## src/rtl/uart_pkg.sv

```systemverilog
// -----------------------------------------------------------------------------
// uart_pkg
// Shared definitions for the UART transmit path: FSM state encodings, serial
// line levels and parity type codes, plus a small parity helper.
// No ports (package).
// -----------------------------------------------------------------------------
package uart_pkg;

   typedef enum logic [2:0] {
      ST_IDLE   = 3'd0,
      ST_START  = 3'd1,
      ST_DATA   = 3'd2,
      ST_PARITY = 3'd3,
      ST_STOP   = 3'd4
   } tx_state_e;

   localparam logic LINE_IDLE = 1'b1;
   localparam logic START_LVL = 1'b0;
   localparam logic STOP_LVL  = 1'b1;

   localparam logic PAR_EVEN  = 1'b0;
   localparam logic PAR_ODD   = 1'b1;

   // xor_all is the XOR of all data bits, which is already the even-parity bit;
   // odd parity is simply its complement.
   function automatic logic parity_bit(input logic xor_all, input logic par_typ);
      return (par_typ == PAR_EVEN) ? xor_all : ~xor_all;
   endfunction

endpackage

```

## src/rtl/uart_tx_serializer.sv

```systemverilog
// -----------------------------------------------------------------------------
// uart_tx_serializer
// Holds the word being transmitted and a bit counter, and selects the data
// bit that the top-level output register should load next.
// Ports:
//   clk_TX    in   TX baud clock
//   rst       in   async active-low reset
//   load      in   latch din and clear the bit counter
//   shift_en  in   advance to the next data bit
//   din       in   parallel word (DATAWIDTH bits)
//   ser_bit   out  data bit the line carries in the next cycle
//   ser_done  out  the last data bit is currently on the line
//   par_bit   out  XOR of the latched word (even-parity bit)
// -----------------------------------------------------------------------------
module uart_tx_serializer #(
   parameter int DATAWIDTH = 8
) (
   input  logic                 clk_TX,
   input  logic                 rst,
   input  logic                 load,
   input  logic                 shift_en,
   input  logic [DATAWIDTH-1:0] din,
   output logic                 ser_bit,
   output logic                 ser_done,
   output logic                 par_bit
);

   localparam int CW = (DATAWIDTH > 1) ? $clog2(DATAWIDTH) : 1;
   localparam logic [CW-1:0] LAST_IDX = CW'(DATAWIDTH - 1);

   logic [DATAWIDTH-1:0] data_q, data_d;
   logic [CW-1:0]        cnt_q,  cnt_d;

   always_comb begin
      data_d = data_q;
      cnt_d  = cnt_q;
      if (load) begin
         data_d = din;
         cnt_d  = '0;
      end else if (shift_en && (cnt_q != LAST_IDX)) begin
         // Saturating: the counter stops at the last bit index.
         cnt_d = cnt_q + 1'b1;
      end
   end

   always_ff @(posedge clk_TX or negedge rst) begin
      if (!rst) begin
         data_q <= '0;
         cnt_q  <= '0;
      end else begin
         data_q <= data_d;
         cnt_q  <= cnt_d;
      end
   end

   // The line output is registered in the top, so the bit it loads must be the
   // one selected by the post-update counter value, not the current one.
   assign ser_bit  = data_q[cnt_d];
   assign ser_done = (cnt_q == LAST_IDX);
   assign par_bit  = ^data_q;

endmodule

```

## src/rtl/uart_tx.sv

```systemverilog
// -----------------------------------------------------------------------------
// uart_tx
// UART transmitter. Accepts a word on DATA_VALID while idle and sends one
// frame: start bit, DATAWIDTH data bits LSB first, optional parity, one stop
// bit. One bit per clk_TX cycle. TX_OUT and busy are registered.
// Ports:
//   clk_TX      in   TX baud clock, one bit period per cycle
//   rst         in   async active-low reset
//   P_DATA      in   parallel word to send
//   DATA_VALID  in   P_DATA valid; accepted only while busy==0
//   PAR_EN      in   1 = append parity bit
//   PAR_TYP     in   0 = even parity, 1 = odd parity
//   TX_OUT      out  serial line, idles high
//   busy        out  frame in progress
// -----------------------------------------------------------------------------
module uart_tx
   import uart_pkg::*;
#(
   parameter int DATAWIDTH = 8
) (
   input  logic                 clk_TX,
   input  logic                 rst,
   input  logic [DATAWIDTH-1:0] P_DATA,
   input  logic                 DATA_VALID,
   input  logic                 PAR_EN,
   input  logic                 PAR_TYP,
   output logic                 TX_OUT,
   output logic                 busy
);

   tx_state_e state_q, state_d;
   logic      tx_q, tx_d;
   logic      busy_q, busy_d;
   logic      par_en_q, par_en_d;
   logic      par_typ_q, par_typ_d;

   logic      load;
   logic      shift_en;
   logic      ser_bit;
   logic      ser_done;
   logic      par_bit;

   uart_tx_serializer #(
      .DATAWIDTH (DATAWIDTH)
   ) u_ser (
      .clk_TX   (clk_TX),
      .rst      (rst),
      .load     (load),
      .shift_en (shift_en),
      .din      (P_DATA),
      .ser_bit  (ser_bit),
      .ser_done (ser_done),
      .par_bit  (par_bit)
   );

   // state_q names what the line is carrying this cycle; tx_d/busy_d are the
   // line values for the state being entered, so outputs change on the same
   // edge as the state and acceptance-to-start-bit latency is one cycle.
   always_comb begin
      state_d   = state_q;
      tx_d      = tx_q;
      busy_d    = busy_q;
      par_en_d  = par_en_q;
      par_typ_d = par_typ_q;
      load      = 1'b0;
      shift_en  = 1'b0;

      case (state_q)
         ST_IDLE: begin
            tx_d   = LINE_IDLE;
            busy_d = 1'b0;
            if (DATA_VALID) begin
               load      = 1'b1;
               par_en_d  = PAR_EN;
               par_typ_d = PAR_TYP;
               state_d   = ST_START;
               tx_d      = START_LVL;
               busy_d    = 1'b1;
            end
         end
         ST_START: begin
            state_d = ST_DATA;
            tx_d    = ser_bit;
            busy_d  = 1'b1;
         end
         ST_DATA: begin
            busy_d = 1'b1;
            if (ser_done) begin
               if (par_en_q) begin
                  state_d = ST_PARITY;
                  tx_d    = parity_bit(par_bit, par_typ_q);
               end else begin
                  state_d = ST_STOP;
                  tx_d    = STOP_LVL;
               end
            end else begin
               shift_en = 1'b1;
               tx_d     = ser_bit;
            end
         end
         ST_PARITY: begin
            state_d = ST_STOP;
            tx_d    = STOP_LVL;
            busy_d  = 1'b1;
         end
         ST_STOP: begin
            // Requests during STOP are ignored; the next word is taken in IDLE.
            state_d = ST_IDLE;
            tx_d    = LINE_IDLE;
            busy_d  = 1'b0;
         end
         default: begin
            state_d = ST_IDLE;
            tx_d    = LINE_IDLE;
            busy_d  = 1'b0;
         end
      endcase
   end

   always_ff @(posedge clk_TX or negedge rst) begin
      if (!rst) begin
         state_q   <= ST_IDLE;
         tx_q      <= LINE_IDLE;
         busy_q    <= 1'b0;
         par_en_q  <= 1'b0;
         par_typ_q <= PAR_EVEN;
      end else begin
         state_q   <= state_d;
         tx_q      <= tx_d;
         busy_q    <= busy_d;
         par_en_q  <= par_en_d;
         par_typ_q <= par_typ_d;
      end
   end

   assign TX_OUT = tx_q;
   assign busy   = busy_q;

endmodule
```

## config.mk

```make
export PLATFORM = sky130hd
export DESIGN_NAME = uart_tx
export DESIGN_NICKNAME = d
export VERILOG_FILES = /design/src/rtl/uart_pkg.sv /design/src/rtl/uart_tx_serializer.sv /design/src/rtl/uart_tx.sv
export SDC_FILE = /design/constraint.sdc
export NUM_CORES = 1
export LEC_CHECK = 0
export CORE_MARGIN = 5
export CORE_UTILIZATION = 47
export CTS_CLUSTER_DIAMETER = 30
export CTS_CLUSTER_SIZE = 28
export DETAILED_ROUTE_END_ITERATION = 12
export PLACE_DENSITY_LB_ADDON = 0.05
export SLEW_MARGIN = 20
export SYNTH_ARGS = -nofsm -noshare
export SYNTH_HDL_FRONTEND = slang
export SYNTH_SLANG_ARGS = --single-unit
```

## constraint.sdc

```tcl
create_clock -name clk_TX -period 2.35 [get_ports clk_TX]
set_input_delay 0.3525 -clock clk_TX [delete_from_list [all_inputs] [get_ports clk_TX]]
set_output_delay 0.3525 -clock clk_TX [all_outputs]
set_load 0.02 [all_outputs]
```

After elaboration in Yosys (flattened, before gate mapping)
Index checks and enable logic that the tools add are counted.
Widths: inputs -> output; s select.
{"block": "classes", "n_bitwise": 1, "n_eq_ne": 7, "n_reduce_logical": 6, "magnitude_cmp": 1, "muxes": 18, "n_addsub": 1}
{"op": "$mux 3", "count": 5}
{"op": "$pmux 3 s4", "count": 1}
{"op": "$mux 1", "count": 9}
{"op": "$reduce_xor 8->1", "count": 1}
{"op": "$eq 3x2->1 const B", "count": 2}
{"op": "$lt 3x4->1 const B", "count": 1}
{"op": "$ne 2x2->1 const B", "count": 2}
{"op": "$reduce_and 2->1", "count": 2}
{"op": "$add 3x1->3 const B", "count": 1}
{"op": "$bmux 1 s3", "count": 1}
{"op": "$eq 3x1->1 const B", "count": 1}
{"op": "$eq 3x3->1 const B", "count": 1}
{"op": "$logic_not 3->1", "count": 1}
{"op": "$ne 3x3->1 const B", "count": 1}
{"op": "$pmux 1 s3", "count": 1}
{"op": "$reduce_or 3->1", "count": 1}
{"op": "$pmux 1 s2", "count": 1}
{"op": "$logic_and 1x1->1", "count": 1}
{"op": "$not 1->1", "count": 1}
{"block": "totals", "reg_bits": 18, "in_bits": 13}

Logic depth before layout (Yosys ltp)
{"block": "depth", "depth_word": 10, "ltp_mapped": 9, "depth_no_buf": 8}

By module
From an unflattened synthesis, not the netlist that was laid out.
{"block": "unflattened", "hier_cells": 71, "area_unflattened_um2": 940.9}
{"mod": "uart_tx_serializer", "n_inst": 1, "seq_area_each_um2": 275.3, "area_each_um2": 596.8, "cells_each": 40}
{"mod": "uart_tx", "n_inst": 1, "seq_area_each_um2": 176.4, "area_each_um2": 344.1, "cells_each": 31}

Worst setup path before layout
No wires, ideal clock.
{"block": "synth_path", "path_kind": "register to register", "start": "register u_ser.cnt_q[0]", "end": "register tx_q, in the netlist TX_OUT", "t_arrival_ps": 2254, "required_ps": 2256, "stages_incl_launch_ff": 10, "setup_slack_ps": 2, "n_path_buf": 1, "path_cell_list": "dfrtp_1 -> ha_1 -> ha_1 -> buf_4 -> nor4b_2 -> nor2_1 -> a21oi_2 -> mux2i_1 -> o31ai_1 -> or4_1"}
{"block": "synth_via", "elab_chain_cells": 10, "word_cells_on_any_way": 12}
{"item": "start, declared", "line": "uart_tx_serializer.sv:32", "rtl": "logic [CW-1:0] cnt_q, cnt_d;"}
{"item": "start signal, assigned", "line": "uart_tx_serializer.sv:52", "rtl": "cnt_q <= cnt_d;"}
{"item": "$eq 3x3->1", "line": "uart_tx_serializer.sv:59", "rtl": "assign ser_done = (cnt_q == LAST_IDX);"}
{"item": "$mux 1", "line": "uart_tx.sv:88", "rtl": "if (ser_done) begin"}
{"item": "$mux 1", "line": "uart_tx.sv:68", "rtl": "case (state_q)"}
{"item": "$logic_and 1x1->1", "line": "uart_tx_serializer.sv:40", "rtl": "end else if (shift_en && (cnt_q != LAST_IDX)) begin"}
{"item": "$mux 3 (*)", "line": "uart_tx_serializer.sv:40"}
{"item": "$mux 3 (*)", "line": "uart_tx_serializer.sv:37", "rtl": "if (load) begin"}
{"item": "named net u_ser.cnt_d[1]", "line": "uart_tx_serializer.sv:32"}
{"item": "$bmux 1 s3 (*)", "line": "uart_tx_serializer.sv:58", "rtl": "assign ser_bit = data_q[cnt_d];"}
{"item": "$mux 1 (implied by the code) (*)", "line": "uart_tx_serializer.sv:58"}
{"item": "$mux 1", "line": "uart_tx.sv:88"}
{"item": "$pmux 1 s3 (*)", "line": "uart_tx.sv:68"}
{"item": "named net tx_d", "line": "uart_tx.sv:32", "rtl": "logic tx_q, tx_d;"}
{"item": "end signal, assigned", "line": "uart_tx.sv:129", "rtl": "tx_q <= tx_d;"}
{"item": "end, declared", "line": "uart_tx.sv:32"}
Mark *: on every way through the listed nets, which the timed path passes. The rest lies on a longest branch. The select of a mux whose other input is x is not followed.
A chain may end at the register's enable or synchronous reset.

Final worst setup path
Same ends and word-level chain as after synthesis.

==> metrics.yaml <==
power:
  leakagePower_nw: 0.5012
  power_density_mw_per_mm2: 1447
  max-vdd-ir-drop_mv: 0.7884
run_status:
  status: "completed"
logic_synthesis:
  ys_seq_area_share_pct: 45.24
  synth_edf_count: 0
  synthTopCellsByArea: "dfrtp_1, mux2_2, xnor2_1, mux2i_1, dfstp_2"
  syn_nets: 103
  yosysMostFrequentCell: "dfrtp_1"
  ys_types: 36
  synth_common_cells: "dfrtp_1, mux2_2, xnor2_1, nor2_1, a21oi_1"
  yosys.area.top_type: "dfrtp_1"
  avgSynthCellArea_sq_um: 11.35
  synthArstFlopShare_pct: 100.0
  yosysWarnings: 0
  syn_area_sq_um: 998.5
  synth_ff_type: "dfrtp_1"
  synth_top_area_share_pct: 42.61
  syn_inst: 88
  ys_seq_elements: 18
detailed_routing:
  vias_per_cell: 5.407
  ant_nets: 0
  vias: 730
  first_iter_violations: 10
  wire_per_inst_um: 14.47
  drc: 0
  dr.pass1.iters: 2
  wirelength_mm: 1.954
setup_path:
  cp_slowest_cell: "or4_1"
  cp_top_family: "simple AND/OR/NAND/NOR gates"
  slowest_delay_ns: 0.50
  r2r_start: "u_ser.cnt_q[0]"
  cp_max_fo: 5
  crit_arrival_ns: 2.43
  crit_path_end_kind: "register"
  startpoint_type: "register"
  worst_ep_required_time_ns: 2.57
  critical_path_class: "reg -> reg"
  timing.rr.end: "TX_OUT"
  r2r_setup_slack_ns: 0.13
  cp_num_buf_inv: 0
  cp_cell_sequence: "ha_1, ha_4, nor4b_2, nor2_1, a21oi_2, mux2i_1, o31ai_1, or4_1"
  reg2reg_depth: 8
placement:
  gp_congestion: 0.7423
  pre_cts_slack_ns: 0.02135
  dp_cells: 130
  place_hpwl_mm: 1.483
  port-buffer-count: 14
sta:
  skew_ns: 0.004541
  grt_setup_unrepaired: "no"
  slew_violations: 0
  hold_viol: 0
  max_slew.worst_pin.slew_ns: 0.3922
  fin_crit_ns: 2.218
  max_freq_mhz: 450.9
  fin_setup_tns_ns: 0
  slew_headroom_pct: 73.86
  setup_violations: 0
  fin_ws_ns: 0.1321
  fin_crit_sh_pct: 94.38
grt:
  grt-ovfl-total: 0
  antenna_found_initial: 0
  first_global_vias: 776
  grt_pass1_wl_mm: 3.450
  track_usage_pct: 13.76
  grt_max_degree: 19
floorplanning:
  die_height_um: 56.09
  core_area_sq_mm: 0.002002
  die_w_um: 56.09
  num_rows: 16
  io_pins: 15
  die-area_sq_mm: 0.003146
  initial_core_util_pct: 49.88
final_layout:
  multiInputGateArea_sq_um: 526.8
  num-fill-cells: 175
  areaGrowthSynthToFinish_pct: 24.69
  drive_above_1_share_pct: 26.85
  antenna_cells: 0
  fin_nets: 124
  seqCellArea_sq_um: 451.7
  final_cell_count_no_fill: 135
cts:
  clock_sinks: 18
  clockBufferDepth: 2
  clk_pin_slew_ns: 0.11
  cts-root-buf: "clkbuf_4"
  tritoncts: "done"
  clkLatencyLatePin_ns: 0.29
  cts_buffers: 3
  cts-htree-levels: 1
job:
  drv_cap: 0
min_path:
  min_path_type: "in -> async"
## worst max path at each step
stage,from,end,cells after the start
floorplan,u_ser.cnt_q[0],TX_OUT,9
global placement,u_ser.cnt_q[0],TX_OUT,8
detailed placement,u_ser.cnt_q[0],TX_OUT,8
CTS,u_ser.cnt_q[0],TX_OUT,8
global route,u_ser.cnt_q[0],TX_OUT,8
finish,u_ser.cnt_q[0],TX_OUT,8
## stage by stage
stage | util (%) | power [mW] | area (sq um) | hold WS (ns)
finish | 62.19 | 1.801 | 1245 | 0.3763
global route | 62.19 | 1.940 | 1245 | 0.4022
CTS | 61.00 | 1.771 | 1221 | 0.3821
detailed placement | 59.19 | 1.575 | 1185 | 0.5176
global placement | 59.19 | 1.548 | 1185 | 0.5126
floorplan | - | 1.345 | 998.5 | 0.05691
## repair_timing
item,4_1_cts,5_1_grt
hold buffers,0,0
gates resized for setup,0,3
setup buffers,0,1
endpoints found under the setup margin,0,1
## metal layers
layer / up-vias / part of all wire (%) / wire [um] / global-route usage, %
li1: 354 / - / - / -
met1: 361 / 43 / 841 / 16.64
met2: 13 / 51 / 1006 / 23.21
met3: 2 / 4.9 / 95 / 3.016
met4: 0 / 0.51 / 10 / 6.102
met5: - / 0 / 0 / 0
## logic make-up after synthesis
| kind of cell | after synthesis | synth area share, % |
|---|---|---|
| AO/OA/AOI/OAI | 17 | 12.28 |
| buffers and inverters | 6 | 3.634 |
| XOR/XNOR | 9 | 7.895 |
| flip-flops | 18 | 45.24 |
| AND/OR/NAND/NOR | 23 | 14.16 |
| adder cells (fa/ha/maj) | 2 | 2.506 |
| multiplexers | 13 | 14.29 |
## final cells by class
class	count	share of cell area (%)
tap	27	2.714
timing repair buffer	21	15.48
inverter	1	0.3015
clock buffer	4	2.915
multi-input combinational	64	42.31
sequential	18	36.28
## flip-flops by register name, summed over array words and instances (netlist names)
name	flops
TX_OUT	1
busy	1
par_en_q	1
par_typ_q	1
state_q	3
u_ser.cnt_q	3
u_ser.data_q	8
## cells in the final DEF, fill, tap and decap left out, types with 2 or more instances in the layout
cell type / netlist / routed
nor2b_1: 2 / 2
a22o_1: 2 / 2
xnor2_1: 8 / 8
buf_4: 1 / 7
nor3_1: 3 / 3
nand2b_1: 3 / 3
nor3b_1: 2 / 2
nor2_1: 5 / 5
dfrtp_1: 17 / 17
o21ai_0: 2 / 2
clkbuf_4: 0 / 3
mux2i_1: 3 / 2
clkdlybuf4s50_1: 0 / 14
a21oi_1: 4 / 4
nand2_1: 2 / 2
mux2_2: 10 / 10
## power by group
part	internal, mW	switching, mW	total, mW
Combinational	0.567	0.423	0.990
Clock	0.0944	0.0972	0.192
Sequential	0.463	0.157	0.620
Power figures use the tool's default switching activity.
